===== config.mk =====
export PLATFORM = sky130hd
export DESIGN_NAME = axi_perf_monitor
export DESIGN_NICKNAME = d
export VERILOG_FILES = /design/src/rtl/axi_perf_pkg.sv /design/src/rtl/axi_perf_monitor_counter.sv /design/src/rtl/axi_perf_monitor.sv
export SDC_FILE = /design/constraint.sdc
export NUM_CORES = 2
export LEC_CHECK = 0
export BUFFER_PORTS_ARGS = -buffer_cell sky130_fd_sc_hd__buf_2
export CORE_ASPECT_RATIO = 0.7
export CORE_UTILIZATION = 42
export CTS_CLUSTER_DIAMETER = 80
export DETAILED_ROUTE_END_ITERATION = 10
export GPL_ROUTABILITY_DRIVEN = 0
export GPL_TIMING_DRIVEN = 1
export PLACE_DENSITY = 0.65
export SKIP_LAST_GASP = 1
export SLEW_MARGIN = 20
export SYNTH_ARGS = -nofsm -noshare
export SYNTH_HDL_FRONTEND = slang
export SYNTH_SLANG_ARGS = --single-unit

===== constraint.sdc =====
create_clock -name ACLK -period 7 [get_ports ACLK]
set_clock_uncertainty 0.05 [all_clocks]
set_input_delay 1.4 -clock ACLK [delete_from_list [all_inputs] [get_ports ACLK]]
set_output_delay 1.4 -clock ACLK [all_outputs]
set_load 0.01 [all_outputs]

===== src/rtl/axi_perf_pkg.sv =====
// axi_perf_pkg: shared constants for the AXI performance monitor.
// Counter index map and AXI response codes.
package axi_perf_pkg;

  localparam int NUM_CNT  = 16;
  localparam int NUM_LIVE = NUM_CNT - 1;

  localparam int CNT_AW_XFER  = 0;
  localparam int CNT_AW_STALL = 1;
  localparam int CNT_W_XFER   = 2;
  localparam int CNT_W_STALL  = 3;
  localparam int CNT_B_XFER   = 4;
  localparam int CNT_B_STALL  = 5;
  localparam int CNT_AR_XFER  = 6;
  localparam int CNT_AR_STALL = 7;
  localparam int CNT_R_XFER   = 8;
  localparam int CNT_R_STALL  = 9;
  localparam int CNT_W_BURST  = 10;
  localparam int CNT_R_BURST  = 11;
  localparam int CNT_B_ERR    = 12;
  localparam int CNT_R_ERR    = 13;
  localparam int CNT_WIN_CYC  = 14;
  localparam int CNT_ZERO     = 15;

  typedef enum logic [1:0] {
    OKAY   = 2'b00,
    EXOKAY = 2'b01,
    SLVERR = 2'b10,
    DECERR = 2'b11
  } axi_resp_e;

endpackage


===== src/rtl/axi_perf_monitor_counter.sv =====
// perf_counter: one live event counter plus its snapshot shadow.
// clear beats snap beats increment; ovf_pulse flags a lost count.
module perf_counter #(
  parameter int CNT_W         = 32,
  parameter bit SATURATE      = 1'b1,
  parameter bit CLEAR_ON_SNAP = 1'b1
) (
  input  logic             clk_i,
  input  logic             rst_ni,
  input  logic             inc_i,
  input  logic             clear_i,
  input  logic             snap_i,
  output logic [CNT_W-1:0] shadow_o,
  output logic             ovf_pulse_o
);

  logic [CNT_W-1:0] cnt_q, cnt_d;
  logic [CNT_W-1:0] shadow_q, shadow_d;
  logic [CNT_W-1:0] bumped;
  logic             at_max;

  assign at_max = &cnt_q;

  // Increment with saturate-or-wrap at all-ones.
  always_comb begin
    bumped = cnt_q;
    if (inc_i) begin
      if (at_max) bumped = SATURATE ? cnt_q : '0;
      else        bumped = cnt_q + CNT_W'(1);
    end
  end

  // Resolve clear/snap/increment into next live and shadow values.
  always_comb begin
    cnt_d       = bumped;
    shadow_d    = shadow_q;
    ovf_pulse_o = inc_i & at_max;
    if (clear_i) begin
      cnt_d       = '0;
      ovf_pulse_o = 1'b0;
    end else if (snap_i) begin
      shadow_d = cnt_q;
      if (CLEAR_ON_SNAP) begin
        cnt_d       = CNT_W'(inc_i);
        ovf_pulse_o = 1'b0;
      end
    end
  end

  // Live and shadow registers.
  always_ff @(posedge clk_i or negedge rst_ni) begin
    if (!rst_ni) begin
      cnt_q    <= '0;
      shadow_q <= '0;
    end else begin
      cnt_q    <= cnt_d;
      shadow_q <= shadow_d;
    end
  end

  assign shadow_o = shadow_q;

endmodule


===== src/rtl/axi_perf_monitor.sv =====
// axi_perf_monitor: passive AXI4 link monitor with snapshot counters.
// Decodes channel events, runs the window timer, read mux and LED hold.
module axi_perf_monitor
  import axi_perf_pkg::*;
#(
  parameter int CNT_W         = 32,
  parameter bit SATURATE      = 1'b1,
  parameter bit CLEAR_ON_SNAP = 1'b1,
  parameter int WINDOW_CYCLES = 0,
  parameter int ACT_HOLD      = 1024
) (
  input  logic             ACLK,
  input  logic             ARESETN,
  input  logic             AWVALID,
  input  logic             AWREADY,
  input  logic             WVALID,
  input  logic             WREADY,
  input  logic             WLAST,
  input  logic             BVALID,
  input  logic             BREADY,
  input  logic [1:0]       BRESP,
  input  logic             ARVALID,
  input  logic             ARREADY,
  input  logic             RVALID,
  input  logic             RREADY,
  input  logic             RLAST,
  input  logic [1:0]       RRESP,
  input  logic             enable,
  input  logic             clear,
  input  logic             snap,
  input  logic [3:0]       rd_sel,
  output logic [CNT_W-1:0] rd_data,
  output logic             snap_valid,
  output logic             ovf,
  output logic             active
);

  localparam int HOLD_W = (ACT_HOLD > 1) ? $clog2(ACT_HOLD) : 1;
  localparam int WIN_W  = (WINDOW_CYCLES > 1) ? $clog2(WINDOW_CYCLES) : 1;

  logic [NUM_LIVE-1:0]             ev, inc, ovf_pulse;
  logic [NUM_CNT-1:0][CNT_W-1:0]   shadow;
  logic                            hs, auto_snap, snap_int;
  logic [WIN_W-1:0]                win_q, win_d;
  logic [HOLD_W-1:0]               hold_q, hold_d;
  logic [CNT_W-1:0]                rd_data_q;
  logic                            snap_valid_q, ovf_q, ovf_d;
  logic                            active_q, active_d;

  // Per-channel event decode; enable gates counting only.
  always_comb begin
    ev               = '0;
    ev[CNT_AW_XFER]  = AWVALID & AWREADY;
    ev[CNT_AW_STALL] = AWVALID & ~AWREADY;
    ev[CNT_W_XFER]   = WVALID & WREADY;
    ev[CNT_W_STALL]  = WVALID & ~WREADY;
    ev[CNT_B_XFER]   = BVALID & BREADY;
    ev[CNT_B_STALL]  = BVALID & ~BREADY;
    ev[CNT_AR_XFER]  = ARVALID & ARREADY;
    ev[CNT_AR_STALL] = ARVALID & ~ARREADY;
    ev[CNT_R_XFER]   = RVALID & RREADY;
    ev[CNT_R_STALL]  = RVALID & ~RREADY;
    ev[CNT_W_BURST]  = WVALID & WREADY & WLAST;
    ev[CNT_R_BURST]  = RVALID & RREADY & RLAST;
    ev[CNT_B_ERR]    = BVALID & BREADY &
                       ((BRESP == SLVERR) | (BRESP == DECERR));
    ev[CNT_R_ERR]    = RVALID & RREADY &
                       ((RRESP == SLVERR) | (RRESP == DECERR));
    ev[CNT_WIN_CYC]  = 1'b1;
    inc              = ev & {NUM_LIVE{enable}};
  end

  assign hs = ev[CNT_AW_XFER] | ev[CNT_W_XFER] | ev[CNT_B_XFER] |
              ev[CNT_AR_XFER] | ev[CNT_R_XFER];

  // Window timer and snapshot arbitration; clear wins over any snap.
  always_comb begin
    auto_snap = 1'b0;
    if (WINDOW_CYCLES > 0)
      auto_snap = enable & (win_q == WIN_W'(WINDOW_CYCLES - 1));
    snap_int = (snap | auto_snap) & ~clear;
    win_d    = win_q;
    if (clear || snap_int)
      win_d = '0;
    else if (enable && (WINDOW_CYCLES > 0))
      win_d = win_q + WIN_W'(1);
  end

  for (genvar i = 0; i < NUM_LIVE; i++) begin : g_cnt
    perf_counter #(
      .CNT_W        (CNT_W),
      .SATURATE     (SATURATE),
      .CLEAR_ON_SNAP(CLEAR_ON_SNAP)
    ) u_cnt (
      .clk_i      (ACLK),
      .rst_ni     (ARESETN),
      .inc_i      (inc[i]),
      .clear_i    (clear),
      .snap_i     (snap_int),
      .shadow_o   (shadow[i]),
      .ovf_pulse_o(ovf_pulse[i])
    );
  end

  assign shadow[CNT_ZERO] = '0;

  // Activity hold timer, sticky overflow flag and LED drive.
  always_comb begin
    hold_d = hold_q;
    if (hs)
      hold_d = HOLD_W'(ACT_HOLD - 1);
    else if (hold_q != '0)
      hold_d = hold_q - HOLD_W'(1);
    active_d = hs | (hold_q != '0);
    ovf_d    = ~clear & (ovf_q | (|ovf_pulse));
  end

  // Output and control-state registers.
  always_ff @(posedge ACLK or negedge ARESETN) begin
    if (!ARESETN) begin
      win_q        <= '0;
      hold_q       <= '0;
      active_q     <= 1'b0;
      ovf_q        <= 1'b0;
      snap_valid_q <= 1'b0;
      rd_data_q    <= '0;
    end else begin
      win_q        <= win_d;
      hold_q       <= hold_d;
      active_q     <= active_d;
      ovf_q        <= ovf_d;
      snap_valid_q <= snap_int;
      rd_data_q    <= shadow[rd_sel];
    end
  end

  assign rd_data    = rd_data_q;
  assign snap_valid = snap_valid_q;
  assign ovf        = ovf_q;
  assign active     = active_q;

endmodule


Word-level counts from Yosys, hierarchy flattened
Index checks and enable logic that the tools add are counted.
Word-level totals
  memory bits (writable): 0
  memories: 0
  bits of input ports: 25
  bits in read-only memories: 0
  logic and storage cells: 260
  flip-flop bits (word level): 1005
  output and inout port bits: 35
  bits in latches: 0
Cells by class
  mux-type cells: 94
  add/subtract/negate cells: 16
  shift-type cells: 0
  order comparisons: 1
  divide/modulo/power cells: 0
  $mul: 0
  eq/ne operators: 19
  reduce and logical (&&, ||, !) cells: 49
  bitwise gates (word level): 46
Operators by type and width (number)
  32-bit two-way mux: 61
  32-bit by 1-bit adder with 32-bit output (second input constant): 15
  32-bit AND reduction: 15
  32-bit binary-select mux with 4-bit select: 1
  3-bit != test (second input constant): 15
  3-bit nonzero test: 15
  2-bit AND reduction: 16
  1-bit AND: 31
  1-bit two-way mux: 30
  10-bit two-way mux: 2
  15-bit AND: 1
  15-bit OR reduction: 1
  10-bit nonzero test: 1
  10-bit by 1-bit subtractor with 10-bit output (second input constant): 1
  2-bit equality test (second input constant): 4
  1-bit bitwise OR: 8
  1-bit inverter: 6
  4-bit by 5-bit < comparator with 1-bit output (second input constant): 1
  2-bit nonzero test: 1

Longest topological paths before layout
  depth in word-level cells: 10
  depth in mapped cells: 10
  mapped depth without buffers: 7

Cells and area by module
From an unflattened synthesis, not the netlist that was laid out.
Unflattened totals
  cell total of the unflattened synthesis: 4614
  area, all modules: 52057.4 µm²
By module, submodules not included
  perf_counter (g_cnt[0].u_cnt ...): area an instance 3115.5 µm², seq. area each 1601.5 µm², cells each 273, times used 14
  axi_perf_monitor: area an instance 5456.5 µm², seq. area each 1126.1 µm², cells each 527, times used 1
  perf_counter (g_cnt[9].u_cnt): area an instance 2984.1 µm², seq. area each 1601.5 µm², cells each 265, times used 1

Worst setup path after synthesis
OpenSTA, ideal clock, no wires.
  path type: input port to flip-flop
  start point: input rd_sel[0]
  end point: register rd_data_q[13], in the netlist rd_data[13]
  setup slack: 3607 ps
  arrival time: 3205 ps
  buffers on the path: 2
  data required time: 6812 ps
  cell stages on the path: 4
  library setup time: 138 ps
  cell sequence: buf_2 buf_1 mux4_2 mux4_2
On the way
  word-level cells in the longest chain between the ends: 2
Ends and longest elaborated chain
  start: declaration: line axi_perf_monitor.sv:31  | input logic [3:0] rd_sel,
  32-bit binary-select mux with 4-bit select: line axi_perf_monitor.sv:133  | rd_data_q <= shadow[rd_sel];
  32-bit two-way mux (implied by the code): line axi_perf_monitor.sv:133
  end signal: assignment: line axi_perf_monitor.sv:133
  end: declaration: line axi_perf_monitor.sv:46  | logic [CNT_W-1:0] rd_data_q;
No other way between the ends. The select of a mux whose other input is x is not followed.
A chain may end at the register's enable or synchronous reset.

Final worst setup path
  start point: input clear
  end point: register g_cnt[5].u_cnt.cnt_q[27]
On the way
  word-level cells in the longest chain between the ends: 4
  elaborated cells between the ends (all ways): 7
  classes of those cells: eq/ne (1); mux (2); bitwise (2); reduce/logical (2)
Ends and longest elaborated chain
  start: declaration: line axi_perf_monitor.sv:29  | input logic clear,
  1-bit inverter (no source line)
  1-bit AND: line axi_perf_monitor.sv:81  | snap_int = (snap | auto_snap) & ~clear;
  3-bit != test (no source line), or another cell as far along
  2-bit AND reduction (no source line) or 32-bit two-way mux (tied branches)
  end signal: assignment: line axi_perf_monitor_counter.sv:56  | cnt_q <= cnt_d;
  end: declaration: line axi_perf_monitor_counter.sv:17  | logic [CNT_W-1:0] cnt_q, cnt_d;
Several ways; a longest one is shown, not always the timed one.

==> impl_metrics.env <==
export IMPL_hold_path_class="flip-flop to flip-flop"
export IMPL_cts_tree="yes"
export IMPL_start_util_pct=42.4
export IMPL_arrival_ns=4.78
export IMPL_vias=38500
export IMPL_met3_usage_pct=5.64
export IMPL_clock_sinks=1005
export IMPL_synth_net_count=5260
export IMPL_layout_nets=5178
export IMPL_vias_per_cell=5.70
export IMPL_seqPwrFrac_pct=49.3
export IMPL_use_met1_pct=38.3
export IMPL_dp_cells=6575
export IMPL_die_width_um=410
export IMPL_outcome="finished with violations"
export IMPL_synth_edf_count=0
export IMPL_io_pins=60
export IMPL_synth_area_mm2=0.0489
export IMPL_die_y_um=287
export IMPL_post_cts_buffers=0
export IMPL_drc=16
export IMPL_timing_hold_violations_final=0
export IMPL_dieArea_mm2=0.118
export IMPL_yosys_warnings=0
export IMPL_rr_worst_depth=7
export IMPL_critPathMaxStageDelay_ns=0.69
export IMPL_timing_slew_headroom_pct=12.9
export IMPL_power_density_mw_per_mm2=219
export IMPL_grt_pass1_wl_um=220000
export IMPL_finalMaxSlewViolations=0
export IMPL_crit_chain="buf_2 > buf_4 > or2_4 > buf_12 > o21ai_1 > or4_1 > a21oi_1"
export IMPL_core_area_mm2=0.115
export IMPL_max_cap_viol_count=0
export IMPL_rr_endpoint="ovf"
export IMPL_switchingPower_mw=2.79
export IMPL_fmax_mhz=237
export IMPL_fin_area_mm2=0.0539
export IMPL_yosys_cell_types_count=73
export IMPL_dr_pass1_iters=11
export IMPL_area_growth_pct=10.3
export IMPL_violations="DRC"
export IMPL_yosysSeqAreaShare_pct=51.5
export IMPL_ant_nets=0
export IMPL_first_iter_violations=4386
export IMPL_finalCritPeriodShare_pct=60.3
export IMPL_cts_root_buf="clkbuf_16"
export IMPL_holdPathStages=2
export IMPL_worst_pin_slew_ns=1.29
export IMPL_grt_max_degree=181
export IMPL_fin_tns_setup_ns=0
export IMPL_switching_share_pct=23.6
export IMPL_internal_power_mw=9.03
export IMPL_grt_usage_pct=24.1
export IMPL_grt_overflow_total=0
export IMPL_ctsHoldBuffers=0
export IMPL_finalSetupViolations=0
export IMPL_p_leak_nw=23.7
export IMPL_vdd_drop_max_uv=185
export IMPL_ys_async_sr_fraction_pct=100
export IMPL_required_ns=7.56
export IMPL_min_from="g_cnt[11].u_cnt.shadow_o[14]"
export IMPL_rows=104
export IMPL_clk_latency_ns=0.72
export IMPL_antenna_found_initial=18
export IMPL_fillers=10800
export IMPL_p_comb_share_pct=4.3
export IMPL_cts_htree_levels=3
export IMPL_met2_usage_pct=32.2
export IMPL_grt_setup_unrepaired="no"
export IMPL_reg2reg_slack_ns=3.33
export IMPL_crit_slowest_cell="or2_4"
export IMPL_routed_wl_um=142000
export IMPL_wl_per_cell_um=21.0
export IMPL_grt_busiest_layer="met1"
export IMPL_portBuffers=57
export IMPL_syn_area_per_cell_um2=9.36
export IMPL_drive_gt1_share_pct=8.40
export IMPL_post_dp_cell_area_mm2=0.0506
export IMPL_period_minus_slack_ns=4.22
export IMPL_cts_inserted_buffers=96
export IMPL_clk_path_buf_depth=3
export IMPL_cts_clk_slew_worst_paths_ns=0.07
export IMPL_critical_path_max_fanout=118
export IMPL_r2r_start="g_cnt[1].u_cnt.cnt_q[0]"
export IMPL_power_frac_clock_pct=46.4
export IMPL_cts_resized=0
export IMPL_syn_instance_count=5219
export IMPL_stdcell_count=6753
export IMPL_synth_main_ff_cell="dfrtp_1"
export IMPL_hpwlAfterDp_um=97900
export IMPL_ys_seq_elements=1005
export IMPL_crit_type="input pin to flip-flop"
export IMPL_end_kind="flip-flop"
export IMPL_critPathLaunchType="input pin"
export IMPL_grt_pass1_vias=35400
export IMPL_hold_end="g_cnt[11].u_cnt.shadow_o[14]"
## per-layer routing
layer	wire, um	part of all wire (%)
met5	64	0.045
met4	3900	2.7
met3	13100	9.2
met2	57100	40
met1	67800	48
## cell usage in the layout (no fill, tap or decap), drive strengths merged, types with 13 or more instances in the layout
cell type  netlist  routed
dfrtp         1005    1005
and4            60      60
and3            62      62
o31ai           32      32
clkbuf         258     141
clkinv           1      20
mux2i           40      40
nor3            96      96
or4             37      37
nand4          149     149
nor4           116     116
o2111ai         26      26
xor2           117     117
nand3          149     149
nand2         1585    1585
buf             38     116
or3             90      90
mux4           128     128
a211oi          13      13
inv             67      69
and2            28      28
xnor2          230     230
nor2           401     401
a21oi          126     126
o211ai          34      34
ha              16      16
o21ai          185     185
## flip-flops by register name, indices dropped and copies added, names as in the netlist
name and count:
g_cnt.u_cnt.cnt_q 480, rd_data 32, hold_q 10, ovf 1
snap_valid 1, active 1, g_cnt.u_cnt.shadow_o 480
## critical path, delay by kind of cell
| kind | cells | cell delay, ns |
|---|---|---|
| AOI/OAI and AO/OA | 2 | 0.57 |
| buffers and inverters | 3 | 1.34 |
| and+or+nand+nor | 2 | 1.26 |
## synth_stat cells (16+ instances only)
cell       instances  area share [%]
a21oi_1          125             1.3
and2_1            28            0.36
and3_1            61            0.78
and4_1            58             1.0
buf_1             18            0.14
clkbuf_1         256             2.0
dfrtp_1         1005              51
ha_1              16            0.41
inv_1             66            0.51
mux2i_1           40            0.82
mux4_2           128             5.9
nand2_1         1585              12
nand3_1          149             1.5
nand4_1          149             1.9
nor2_1           401             3.1
nor3_1            96            0.98
nor4_1           112             1.4
o2111ai_1         26            0.47
o211ai_1          34            0.52
o21ai_0          184             1.9
o31ai_1           32            0.49
or3_1             90             1.2
or4_1             36            0.55
xnor2_1          230             4.1
xor2_1           117             2.1
## cells by family (layout without fill, tap and decap cells)
| logic type | Yosys count | count (layout) | share of synthesized area, % |
|---|---|---|---|
| AND/OR/NAND/NOR | 2838 | 2838 | 26.3 |
| flip-flops | 1005 | 1005 | 51.5 |
| AO/OA/AOI/OAI | 481 | 481 | 6.02 |
| buffers and inverters | 364 | 357 | 2.91 |
| XOR/XNOR | 347 | 347 | 6.22 |
| multiplexers | 168 | 168 | 6.72 |
| adder cells (fa/ha/maj) | 16 | 16 | 0.410 |
| other | 0 | 4 | 0 |
## worst max-delay path by stage
stage / start / end / slack (ns) / depth (start not counted)
after global placement: clear / g_cnt[3].u_cnt.cnt_q[21] / 2.21 / 9
final: clear / g_cnt[5].u_cnt.cnt_q[27] / 2.78 / 7
after global routing: clear / g_cnt[12].u_cnt.cnt_q[29] / 2.71 / 9
after CTS: clear / g_cnt[5].u_cnt.cnt_q[27] / 2.87 / 7
after floorplan: rd_sel[0] / rd_data[13] / 3.61 / 4
after detailed placement: clear / g_cnt[3].u_cnt.cnt_q[21] / 2.14 / 9
## power groups by stage
stage | Clock, mW | Combinational, mW | Sequential, mW
2_1_floorplan | 0 | 0.252 | 5.94
3_3_place_gp | 0 | 0.508 | 5.94
3_5_place_dp | 0 | 0.510 | 5.94
4_1_cts | 5.56 | 0.511 | 5.83
5_1_grt | 5.79 | 0.554 | 5.83
6_report | 5.49 | 0.505 | 5.83
## metrics by stage
step / power, mW / hold slack [ns] / utilization, % / setup slack, ns
finish: 11.8 / 0.418 / 46.8 / 2.78
global route: 12.2 / 0.434 / 46.8 / 2.71
CTS: 11.9 / 0.423 / 46.8 / 2.87
detailed placement: 6.45 / 0.408 / 43.9 / 2.14
global placement: 6.45 / 0.403 / 43.9 / 2.21
floorplan: 6.19 / 0.390 / - / 3.61
## area by class of cell
cell class	count	area (um^2)	share of cell area (%)
diodes	4	10.0	0.0186
clock buffers	141	2850	5.28
clock inverters	32	433	0.803
inverters	68	263	0.488
multi-input cells	3850	22400	41.5
flip-flops and latches	1005	25100	46.7
well taps	1537	1920	3.57
repair buffers	116	896	1.66
No activity file was read; power rests on OpenSTA's default activity.
